--- src/rtl/ifetch_pkg.sv ---
// ifetch_pkg: shared types and constants for the MSP430 instruction fetch stage.
//   state_t    : fetch FSM states (S_VEC reads the reset vector, S_RUN streams words)
//   iq_entry_t : one fetch queue entry {pc, data}
//   align_pc   : clears bit 0 of a byte address so the ROM only sees word addresses
package ifetch_pkg;

   localparam int unsigned WORD_W = 16;
   localparam int unsigned PC_INC = 2;

   localparam logic [WORD_W-1:0] DEFAULT_RESET_VECTOR = 16'hFFFE;

   typedef enum logic {
      S_VEC = 1'b0,
      S_RUN = 1'b1
   } state_t;

   typedef struct packed {
      logic [WORD_W-1:0] pc;
      logic [WORD_W-1:0] data;
   } iq_entry_t;

   // Word-align a byte address.
   function automatic logic [WORD_W-1:0] align_pc(input logic [WORD_W-1:0] addr);
      return {addr[WORD_W-1:1], 1'b0};
   endfunction

endpackage

--- src/rtl/ifetch_queue.sv ---
// ifetch_queue: DEPTH-entry FIFO of fetched {pc, data} words feeding the decoder.
//   clk, rst_n : clock, asynchronous active-low reset
//   push       : write wr_entry at the tail (ignored when full without a pop)
//   pop        : drop the head (ignored when empty)
//   flush      : empty the queue; wins over push and pop in the same cycle
//   wr_entry   : entry to write
//   head       : registered head entry, meaningful only while valid
//   count      : number of held entries (0..DEPTH)
//   valid      : queue is non-empty
//   full       : count == DEPTH
// DEPTH must be a power of two so the pointers wrap on their own.
module ifetch_queue
   import ifetch_pkg::*;
#(
   parameter int unsigned DEPTH = 2
) (
   input  logic                       clk,
   input  logic                       rst_n,
   input  logic                       push,
   input  logic                       pop,
   input  logic                       flush,
   input  iq_entry_t                  wr_entry,
   output iq_entry_t                  head,
   output logic [$clog2(DEPTH+1)-1:0] count,
   output logic                       valid,
   output logic                       full
);

   localparam int unsigned PTR_W = $clog2(DEPTH);
   localparam int unsigned CNT_W = $clog2(DEPTH + 1);

   iq_entry_t          mem [DEPTH];
   logic [PTR_W-1:0]   wr_ptr;
   logic [PTR_W-1:0]   rd_ptr;
   logic               push_ok;
   logic               pop_ok;

   // Status flags come straight from the registered count.
   assign valid = (count != '0);
   assign full  = (count == CNT_W'(DEPTH));

   // A full queue accepts a push only when the head leaves in the same cycle.
   assign pop_ok  = pop & valid;
   assign push_ok = push & (~full | pop_ok);

   assign head = mem[rd_ptr];

   // Entry storage; no reset needed, contents are qualified by count.
   always_ff @(posedge clk) begin
      if (push_ok && !flush) begin
         mem[wr_ptr] <= wr_entry;
      end
   end

   // Pointers and occupancy.
   always_ff @(posedge clk or negedge rst_n) begin
      if (!rst_n) begin
         wr_ptr <= '0;
         rd_ptr <= '0;
         count  <= '0;
      end else if (flush) begin
         wr_ptr <= '0;
         rd_ptr <= '0;
         count  <= '0;
      end else begin
         if (push_ok) begin
            wr_ptr <= wr_ptr + PTR_W'(1);
         end
         if (pop_ok) begin
            rd_ptr <= rd_ptr + PTR_W'(1);
         end
         count <= count + CNT_W'(push_ok) - CNT_W'(pop_ok);
      end
   end

endmodule

--- src/rtl/ifetch.sv ---
// ifetch: MSP430 instruction fetch stage in front of the program ROM.
//   RESET_VECTOR   : ROM address of the reset vector word
//   DEPTH          : fetch queue entries (power of two, 2..8)
//   clk, rst_n     : clock, asynchronous active-low reset
//   rom_addr       : ROM byte address (always even, combinational from state/PC)
//   rom_data       : ROM word at rom_addr, returned in the same cycle
//   redirect_valid : branch/jump/interrupt redirect request
//   redirect_pc    : redirect target byte address
//   iq_valid       : queue head holds a word
//   iq_ready       : decoder takes the head this cycle
//   iq_data        : head instruction/extension word
//   iq_pc          : byte address the head word came from
//   fetch_pc       : PC register (next address to fetch)
//   fault          : sticky misaligned-target flag
// Build option IFETCH_ALIGN_CHECK_EN: when defined, an odd redirect target or
// odd reset vector sets fault until reset; otherwise fault is tied low. In both
// builds the fetch continues at the target with bit 0 cleared.
module ifetch
   import ifetch_pkg::*;
#(
   parameter logic [WORD_W-1:0] RESET_VECTOR = DEFAULT_RESET_VECTOR,
   parameter int unsigned       DEPTH        = 2
) (
   input  logic              clk,
   input  logic              rst_n,
   output logic [WORD_W-1:0] rom_addr,
   input  logic [WORD_W-1:0] rom_data,
   input  logic              redirect_valid,
   input  logic [WORD_W-1:0] redirect_pc,
   output logic              iq_valid,
   input  logic              iq_ready,
   output logic [WORD_W-1:0] iq_data,
   output logic [WORD_W-1:0] iq_pc,
   output logic [WORD_W-1:0] fetch_pc,
   output logic              fault
);

   localparam int unsigned CNT_W = $clog2(DEPTH + 1);

   state_t            state;
   state_t            state_nxt;
   logic [WORD_W-1:0] pc;
   logic [WORD_W-1:0] pc_nxt;

   logic              load_vec;
   logic              load_redir;
   logic              push;
   logic              pop;
   logic              flush;

   iq_entry_t         q_wr;
   iq_entry_t         q_head;
   logic [CNT_W-1:0]  q_count;
   logic              q_valid;
   logic              q_full;

   assign pop = iq_ready & q_valid;

   // FSM state register.
   always_ff @(posedge clk or negedge rst_n) begin
      if (!rst_n) begin
         state <= S_VEC;
      end else begin
         state <= state_nxt;
      end
   end

   // FSM next state: one vector read, then fetch forever until reset.
   always_comb begin
      state_nxt = state;
      case (state)
         S_VEC:   state_nxt = S_RUN;
         S_RUN:   state_nxt = S_RUN;
         default: state_nxt = S_VEC;
      endcase
   end

   // FSM outputs: ROM address and the PC/queue control strobes.
   // A redirect beats both push and pop; the fetched word of that cycle is dropped.
   always_comb begin
      rom_addr   = align_pc(RESET_VECTOR);
      load_vec   = 1'b0;
      load_redir = 1'b0;
      push       = 1'b0;
      flush      = 1'b0;
      case (state)
         S_VEC: begin
            load_vec = 1'b1;
         end
         S_RUN: begin
            rom_addr = pc;
            if (redirect_valid) begin
               load_redir = 1'b1;
               flush      = 1'b1;
            end else if (!q_full || pop) begin
               push = 1'b1;
            end
         end
         default: begin
            load_vec = 1'b0;
         end
      endcase
   end

   // Next PC: vector load, redirect, or sequential advance (wraps mod 2^16).
   always_comb begin
      pc_nxt = pc;
      if (load_vec) begin
         pc_nxt = align_pc(rom_data);
      end else if (load_redir) begin
         pc_nxt = align_pc(redirect_pc);
      end else if (push) begin
         pc_nxt = pc + WORD_W'(PC_INC);
      end
   end

   // PC register.
   always_ff @(posedge clk or negedge rst_n) begin
      if (!rst_n) begin
         pc <= '0;
      end else begin
         pc <= pc_nxt;
      end
   end

   assign fetch_pc = pc;

`ifdef IFETCH_ALIGN_CHECK_EN
   logic fault_q;
   logic odd_target;

   assign odd_target = (load_vec & rom_data[0]) | (load_redir & redirect_pc[0]);

   // Sticky misalignment flag, cleared only by reset.
   always_ff @(posedge clk or negedge rst_n) begin
      if (!rst_n) begin
         fault_q <= 1'b0;
      end else if (odd_target) begin
         fault_q <= 1'b1;
      end
   end

   assign fault = fault_q;
`else
   assign fault = 1'b0;
`endif

   assign q_wr = '{pc: pc, data: rom_data};

   ifetch_queue #(
      .DEPTH (DEPTH)
   ) u_queue (
      .clk      (clk),
      .rst_n    (rst_n),
      .push     (push),
      .pop      (pop),
      .flush    (flush),
      .wr_entry (q_wr),
      .head     (q_head),
      .count    (q_count),
      .valid    (q_valid),
      .full     (q_full)
   );

   assign iq_valid = q_valid;
   assign iq_data  = q_head.data;
   assign iq_pc    = q_head.pc;

   // Occupancy can never exceed the queue size.
   a_count_bound: assert property (@(posedge clk) disable iff (!rst_n)
      q_count <= CNT_W'(DEPTH));

endmodule

--- config.mk ---
export PLATFORM = sky130hd
export DESIGN_NAME = ifetch
export DESIGN_NICKNAME = d
export VERILOG_FILES = /design/src/rtl/ifetch_pkg.sv /design/src/rtl/ifetch_queue.sv /design/src/rtl/ifetch.sv
export SDC_FILE = /design/constraint.sdc
export NUM_CORES = 1
export LEC_CHECK = 0
export BUFFER_PORTS_ARGS = -buffer_cell sky130_fd_sc_hd__buf_2
export CAP_MARGIN = 20
export CORE_MARGIN = 2
export CORE_UTILIZATION = 55
export CTS_BUF_LIST = sky130_fd_sc_hd__clkbuf_16
export DETAILED_ROUTE_END_ITERATION = 8
export HOLD_SLACK_MARGIN = 0.1
export PLACE_DENSITY_LB_ADDON = 0.12
export SYNTH_ARGS = -nofsm -noshare
export SYNTH_HDL_FRONTEND = slang
export SYNTH_SLANG_ARGS = --single-unit
--- constraint.sdc ---
create_clock -name clk -period 7.8 [get_ports clk]
set_clock_uncertainty 0.05 [all_clocks]
set_input_delay 1.56 -clock clk [delete_from_list [all_inputs] [get_ports clk]]
set_output_delay 1.56 -clock clk [all_outputs]
set_load 0.03 [all_outputs]
Word level (Yosys, flattened, before mapping) --
Memory sizes are Yosys's and may differ from the RTL's. Cells that the tools add are included.
Cells by class: reductions and logical operators 7, equal/unequal tests 2, muxes and demuxes 16, $add $sub $neg 5, bitwise operators 5
Operator list (count):
- $mux 16 | 4
- $add 16x2->16 const B | 1
- $mux 1 | 11
- $reduce_bool 2->1 | 3
- $and 1x1->1 | 3
- $ne 3x1->1 const B | 1
- $add 1x1->1 const B | 2
- $add 2x1->2 | 1
- $eq 2x2->1 const B | 1
- $logic_not 1->1 | 2
- $mux 2 | 1
- $sub 2x1->2 | 1
- $logic_and 1x1->1 | 1
- $logic_or 1x1->1 | 1
- $not 1->1 | 1
- $or 1x1->1 | 1
Word-level totals: memories kept 1, bits in writable memories 64, flip-flop bits (word level) 21, bits of input ports 36
Memory list:
- u_queue.mem | depth 2, bits a word 32, read ports 1, clocked after memory_dff 0, write ports 1, line ifetch_queue.sv:32 | iq_entry_t mem [DEPTH];

Longest topological paths before layout --
Gate-level depths: netlist of the first run.
depth after elaboration 10, depth in mapped cells 7, gate-level depth less buffers 7

By module --
From an unflattened synthesis of the first run, not the netlist that was laid out.
Second synthesis, totals: cell total of the unflattened synthesis 283, area total of the unflattened synthesis 3803.6 µm²
By module, submodules not included:
- ifetch_queue | seq. area each 2021.9 µm², cells each 129, area each 2565.0 µm², instances 1
- ifetch | seq. area each 400.4 µm², cells each 154, area each 1238.7 µm², instances 1

Least setup slack after synthesis of the first run --
No wires, ideal clock.
kind input-to-reg, start point in redirect_valid, end point mem u_queue.mem[0][0] (netlist name), enable pin, arrival time 4.028 ns, setup time 0.458 ns, cell stages on the path 3, buffers on the path 1, required time 7.292 ns, setup slack 3.264 ns, cells stage by stage buf_4 -> nand2b_1 -> nor3_1
Between the ends: longest elaborated chain between the ends 6
RTL lines:
- start, declared | line ifetch.sv:28 | input logic redirect_valid,
- $mux 1 | line ifetch.sv:92 | if (redirect_valid) begin
- $mux 1 | line ifetch.sv:86 | case (state)
- $and 1x1->1 or $logic_not 1->1 (tied branches) | line ifetch_queue.sv:44, ifetch_queue.sv:50
- $logic_and 1x1->1 (*) | line ifetch_queue.sv:50 | if (push_ok && !flush) begin
- $mux 1 (*) | line ifetch_queue.sv:50
- $mux 1 (not written as such) (*) | line ifetch_queue.sv:51 | mem[wr_ptr] <= wr_entry;
- end, declared | line ifetch_queue.sv:32
Mark *: on every way between the ends. The rest lies on a longest branch, timed or not.

Worst setup path after layout of the first run --
start point reg u_queue.rd_ptr, end point out iq_data[12]
Between the ends: longest elaborated chain between the ends 1
RTL lines:
- start, declared | line ifetch_queue.sv:34 | logic [PTR_W-1:0] rd_ptr;
- start signal, assigned | line ifetch_queue.sv:70 | rd_ptr <= rd_ptr + PTR_W'(1);
- $mem_v2 2x32
- end, declared | line ifetch.sv:32 | output logic [WORD_W-1:0] iq_data,
No other way between the ends.

==> metrics.md, run 1 <==
| Metric | Value |
|---|---|
| Status | completed |
| First-pass GRT wire length | 12500 um |
| Part of the Yosys area used for sequential elements | 0.635 |
| Worst vdd ir | 0.213 mV |
| CTS clk-pin slew, worst paths | 0.06 ns |
| Asr flop ratio synth | 0.244 |
| Startpoint Class | flop |
| Final Setup Violations | 0 |
| Ant diodes | 0 |
| Number of I/O pins | 102 |
| Largest net degree at the start of global routing | 32 |
| NumNets Final | 408 |
| Final wirelength | 8040 um |
| Syn-to-layout area delta | 20.9% |
| Placed cells | 436 |
| Measured slew at the worst slew-check pin | 0.981 ns |
| PortBufs | 96 |
| Required time of the worst setup path | 6.19 ns |
| CORE AREA | 0.00646 sq mm |
| Syn Inst Count | 278 |
| Total gr overflow | 0 |
| CTS root buf | clkbuf_16 |
| Initial antenna violation count | 0 |
| Detail Route Antenna Nets | 0 |
| Unrepaired setup endpoints after global routing | false |
| Drt pass-1 iters | 4 |
| Via count | 2605 |
| CTS buffer count | 9 |
| DP Area | 0.00422 sq mm |
| DIE AREA | 0.00744 sq mm |
| Cts repair resizes | 0 |
| Peak Freq | 268 MHz |
| Relative slew slack | 0.346 |
| Number of vias per cell | 5.76 |
| Synthesized cell area | 0.00372 sq mm |
| Setup TNS | 0 ns |
| Share of cells above drive strength 1 | 0.395 |
| Post-route insts no fill | 452 |
| Post-detail-place hpwl | 5250 um |
| Post-synth EDFFs | 62 |
| Crit Path Max Fanout | 17 |
| Tmin final | 3.73 ns |
| Wire length per cell | 17.8 um |
| Main synth FF type | edfxtp_1 |
| Worst hold path class | reg2reg |
| GRT Total Usage | 0.220 |
| CP Capture Type | output port |
| Final core occ | 0.697 |
| Netlist cell types | 46 |
| Final worst setup slack | 4.07 ns |
| Die X | 86.3 um |
| H-tree depth reported by CTS | 3 |
| Final Hold Vio Count | 0 |
| Hold_buf cts | 0 |
| Reg2reg path depth | 3 |
| Mean post-synth cell area | 13.4 sq um |
| PnR Total Power | 1.41 mW |
| Hold Path Depth | 0 |
| WHS | 0.523 ns |
| Worst-case clock buffer depth | 2 |
| PD cells | 314 mW/mm^2 |
| WS Path Type | reg2out |
| Final instance area | 0.00450 sq mm |
| Setup bufs post-CTS | 0 |
| Warnings from Yosys | 0 |
| Yosys reg bits | 82 |
| Number of remaining DRC errors | 0 |
| Leakage | 1.83 nW |
| DRT iter0 DRCs | 253 |
| Gpl congestion | 0.811 |
| DIE HEIGHT | 86.3 um |
| Crit path arrival time | 2.12 ns |
| Final Cycle Share | 0.478 |
| Vias in the first global route | 2461 |
| Starting density of the core | 0.576 |
| Clk sink count | 82 |
| CTS tree | done |
| Clock latency on the worst-skew pair | 0.33 ns |
| Slew Limit Fails | 0 |
| Pre-CTS WS | 4.05 ns |
| Rows | 29 |
| MaxCap Viol Count | 0 |
## power by group
group          internal [mW]  switching, mW
Sequential             0.524         0.0537
Combinational          0.162          0.273
Clock                  0.243          0.158
Total                  0.928          0.484
## sequential cells by signal, summed over array words and instances (netlist names)
name and count:
u_queue.rd_ptr 1, fetch_pc 15, u_queue.mem 62, u_queue.count 2, state 1, u_queue.wr_ptr 1
## path summary, 6_finish.rpt
| check | start | endpoint | slack [ns] |
|---|---|---|---|
| worst max-delay path | u_queue.rd_ptr | iq_data[12] | 4.07 |
| worst min-delay path | fetch_pc[4] | u_queue.mem[0][20] | 0.52 |
| worst max register to register | state | u_queue.mem[1][15] | 4.82 |
| worst min register to register | fetch_pc[4] | u_queue.mem[0][20] | 0.52 |
| max in group asynchronous | rst_n | fetch_pc[10] | 6.21 |
| min in group asynchronous | rst_n | state | 1.15 |
## synth_stat cells (2+ instances only)
cell	n	area (sq um)
a21oi_1	17	85.1
a22oi_1	10	75.1
a2bb2oi_1	9	78.8
and3_1	5	31.3
and4_1	3	26.3
buf_2	6	30.0
buf_4	7	52.6
clkbuf_1	7	26.3
conb_1	2	7.51
dfrtp_1	20	500
edfxtp_1	62	1860
ha_1	2	25.0
inv_1	2	7.51
mux2_2	31	349
mux2i_1	3	30.0
nand2_1	17	63.8
nand2b_1	15	93.8
nand3_1	9	45.0
nand4_1	5	31.3
nor2_1	9	33.8
nor3_1	2	10.0
o21ai_0	10	50.1
xnor2_1	2	17.5
## critical path: stages (launching register included)
cell and delay (ns):
dfrtp_1 0.84, buf_4 0.39, mux2_2 0.38, buf_2 0.18
## logic make-up (layout without fill, tap and decap cells)
kind of cell | Yosys count | count (layout) | synth area share
flops | 82 | 82 | 0.635
fa+ha+maj | 2 | 2 | 0.00672
xor+xnor | 3 | 3 | 0.00706
simple gates | 73 | 73 | 0.106
buf+inv | 24 | 118 | 0.0353
other cells | 2 | 5 | 0.00202
compound gates | 57 | 57 | 0.102
mux | 35 | 35 | 0.106
## final cells by class
type | count | area [sq um]
flip-flops and latches | 82 | 2360
fillers | 504 | 1960
multi-input cells | 175 | 1240
repair buffers | 99 | 503
clock buffers | 9 | 225
well taps | 77 | 96.3
clock inverters | 7 | 57.6
inverters | 3 | 11.3
## metal layers
layer / routed length, um / global-route usage
met2: 3960 / 0.354
met4: 112 / 0.0810
met1: 3540 / 0.305
met5: 0 / 0
met3: 423 / 0.0381
## layout by cell type, fill, tap and decap left out, types with 2 or more instances in the layout
cell	Yosys	routed
a21oi_1	17	17
a22oi_1	10	10
a2bb2oi_1	9	9
and3_1	5	5
and4_1	3	3
buf_2	6	96
buf_4	7	3
clkbuf_16	0	9
conb_1	2	5
dfrtp_1	20	20
edfxtp_1	62	62
ha_1	2	2
inv_1	2	5
mux2_2	31	31
mux2i_1	3	3
nand2_1	17	17
nand2b_1	15	15
nand3_1	9	9
nand4_1	5	5
nor2_1	9	9
o21ai_0	10	10
xnor2_1	2	2
(Power assumes the default switching activity.)
==> run 2: changes to the inputs <==
--- a/config.mk
+++ b/config.mk
@@ -8,7 +8,7 @@
 export BUFFER_PORTS_ARGS = -buffer_cell sky130_fd_sc_hd__buf_2
 export CAP_MARGIN = 20
 export CORE_MARGIN = 2
-export CORE_UTILIZATION = 55
+export CORE_UTILIZATION = 47
 export CTS_BUF_LIST = sky130_fd_sc_hd__clkbuf_16
 export DETAILED_ROUTE_END_ITERATION = 8
 export HOLD_SLACK_MARGIN = 0.1
==> constraint.sdc (replaced) <==
create_clock -name clk -period 3.4 [get_ports clk]
set_clock_uncertainty 0.05 [all_clocks]
set_input_delay 0.68 -clock clk [delete_from_list [all_inputs] [get_ports clk]]
set_output_delay 0.68 -clock clk [all_outputs]
set_load 0.03 [all_outputs]
==> run 2 against run 1 <==
Effect of this change: count of clock-buffer cells in the layout unchanged; non-clock buffer count is 4 higher; via count is essentially flat; critical path depth did not move; combinational power up 140%; first-iteration DRC count shrank 39%.
==> metrics.md, run 2 (synthesis gave the netlist of run 1 again) <==
| Metric | Value |
|---|---|
| First-pass GRT wire length | 12800 um (was 12500 um) |
| Number of vias per cell | 5.41 (was 5.76) |
| Final wirelength | 8400 um (was 8040 um) |
| Required time of the worst setup path | 3.31 ns (was 6.19 ns) |
| Syn-to-layout area delta | 23.7% (was 20.9%) |
| Setup TNS | 0 ns (unchanged) |
| PortBufs | 96 (unchanged) |
| Post-detail-place hpwl | 5530 um (was 5250 um) |
| Ant diodes | 0 (unchanged) |
| PnR Total Power | 3.36 mW (was 1.41 mW) |
| Filler Cell Count | 652 (was 504) |
| Unrepaired setup endpoints after global routing | false (unchanged) |
| Worst-path cell chain | buf_2 > and2b_1 > and3_2 (was buf_4 > mux2_2 > buf_2) |
| Startpoint Class | input pin (was flop) |
| Worst-case clock buffer depth | 2 (unchanged) |
| CTS clk-pin slew, worst paths | 0.06 ns (about the same) |
| CTS tree | done (unchanged) |
| Slowest CP cell | and3_2 (was dfrtp_1) |
| Clock latency on the worst-skew pair | 0.33 ns (about the same) |
| Crit path arrival time | 2.18 ns (was 2.12 ns) |
| Share of cells above drive strength 1 | 0.412 (was 0.395) |
| Worst hold path class | in2async (was reg2reg) |
| CP Capture Type | flop (was output port) |
| Final Cycle Share | 0.667 |
| Number of I/O pins | 102 (unchanged) |
| DIE HEIGHT | 93.0 um (was 86.3 um) |
| Peak Freq | 441 MHz |
| Switch Pwr | 1.13 mW (was 484 uW) |
| H-tree depth reported by CTS | 3 (unchanged) |
| Detail Route Antenna Nets | 0 (unchanged) |
| Gpl congestion | 0.792 (was 0.811) |
| Initial antenna violation count | 0 (unchanged) |
| Most frequent cells in the layout | buf_2, edfxtp_1, mux2_2, dfrtp_1 (unchanged) |
| Leakage | 1.85 nW (was 1.83 nW) |
| Starting density of the core | 0.484 (was 0.576) |
| Worst vdd ir | 0.519 mV (was 0.213 mV) |
| Crit Path Max Fanout | 31 (was 17) |
| PD cells | 729 mW/mm^2 (was 314 mW/mm^2) |
| CTS buffer count | 9 (unchanged) |
| Measured slew at the worst slew-check pin | 0.809 ns (was 0.981 ns) |
| CTS root buf | clkbuf_16 (unchanged) |
| GRT Total Usage | 0.200 (was 0.220) |
| Final core occ | 0.599 (was 0.697) |
| MaxCap Viol Count | 0 (unchanged) |
| DIE AREA | 0.00865 sq mm (was 0.00744 sq mm) |
| Most common cell after layout, fill and taps aside | buf_2 (unchanged) |
| Switching Share | 0.336 (was 0.343) |
| Status | completed (unchanged) |
| CP max stage delay | 0.81 ns (was 0.84 ns) |
| Vias in the first global route | 2410 (was 2461) |
| Max reg flops | 62 (unchanged) |
| Cts repair resizes | 0 (unchanged) |
| Reg2reg path depth | 4 (was 3) |
| Clk network pwr share | 0.305 (was 0.284) |
| DRT iter0 DRCs | 155 (was 253) |
| Total gr overflow | 0 (unchanged) |
| Die X | 93.0 um (was 86.3 um) |
| Wire length per cell | 17.5 um (was 17.8 um) |
| Clk sink count | 82 (unchanged) |
| Logic pwr share | 0.312 (was 0.307) |
| Reg power frac | 0.383 (was 0.409) |
| Hold_buf cts | 0 (unchanged) |
| NumNets Final | 412 (was 408) |
| Largest reg by FF count | u_queue.mem (unchanged) |
| Rows | 32 (was 29) |
| Slew Limit Fails | 0 (unchanged) |
| Tmin final | 2.27 ns |
| Final Setup Violations | 0 (unchanged) |
| Setup bufs post-CTS | 0 (unchanged) |
| CORE AREA | 0.00769 sq mm (was 0.00646 sq mm) |
| Via count | 2603 (was 2605) |
| Number of remaining DRC errors | 0 (unchanged) |
| WS Path Type | in2reg (was reg2out) |
| Final Hold Vio Count | 0 (unchanged) |
| Internal power | 2.23 mW (was 928 uW) |
| Relative slew slack | 0.461 (was 0.346) |
| Largest net degree at the start of global routing | 32 (unchanged) |
| Drt pass-1 iters | 4 (unchanged) |
## run 2: cell count changes in the layout (fill, tap and decap cells not counted), sizes merged
cell and delta:
inv -2, clkinvlp +1, buf +4, bufinv +1
## run 2: worst max-delay path: cells and delay by family
kind,cells,cell delay (ns)
buffers and inverters,1,0.18
and+or+nand+nor,2,1.31
## run 2: worst paths after layout
path / slack, ns / end / start
min reg2reg: 0.51 / u_queue.mem[0][31] / fetch_pc[15]
max: 1.13 / u_queue.mem[1][26] / redirect_valid
min in group clk: 0.49 / u_queue.mem[0][0] / rom_data[0]
max reg2reg: 1.32 / u_queue.mem[0][23] / state
max in group asynchronous: 2.69 / fetch_pc[3] / rst_n
min: 0.27 / fetch_pc[14] / rst_n
## run 2: cell type report
class	count	area (sq um)	area share
multi-input combinational	175	1250	0.272
timing repair buffer	103	533	0.116
inverter	3	11.3	0.00245
clock buffer	9	225	0.0489
tap	102	128	0.0277
clock inverter	7	92.6	0.0201
sequential	82	2360	0.513
## run 2: through the flow
step / instances / hold slack (ns) / setup WS [ns] / area (sq um)
floorplan: 281 / 0.334 / 0.691 / 3740
global placement: 465 / 0.496 / 0.770 / 4290
detailed placement: 465 / 0.493 / 0.775 / 4290
CTS: 481 / 0.270 / 1.12 / 4600
global route: 481 / 0.296 / 1.02 / 4600
finish: 481 / 0.266 / 1.13 / 4600
## run 2: power groups by stage
stage,Combinational [mW],Sequential [mW],Clock [mW]
floorplan,0.759,1.33,0
finish,1.05,1.29,1.02
global placement,1.05,1.30,0
CTS,1.06,1.29,1.04
detailed placement,1.06,1.31,0
global route,1.13,1.30,1.09
## run 2: per-layer routing
layer | wire length [um] | global-route usage
met5 | 0 | 0
met4 | 185 | 0.0907
met3 | 551 | 0.0346
met2 | 3980 | 0.306
met1 | 3680 | 0.281
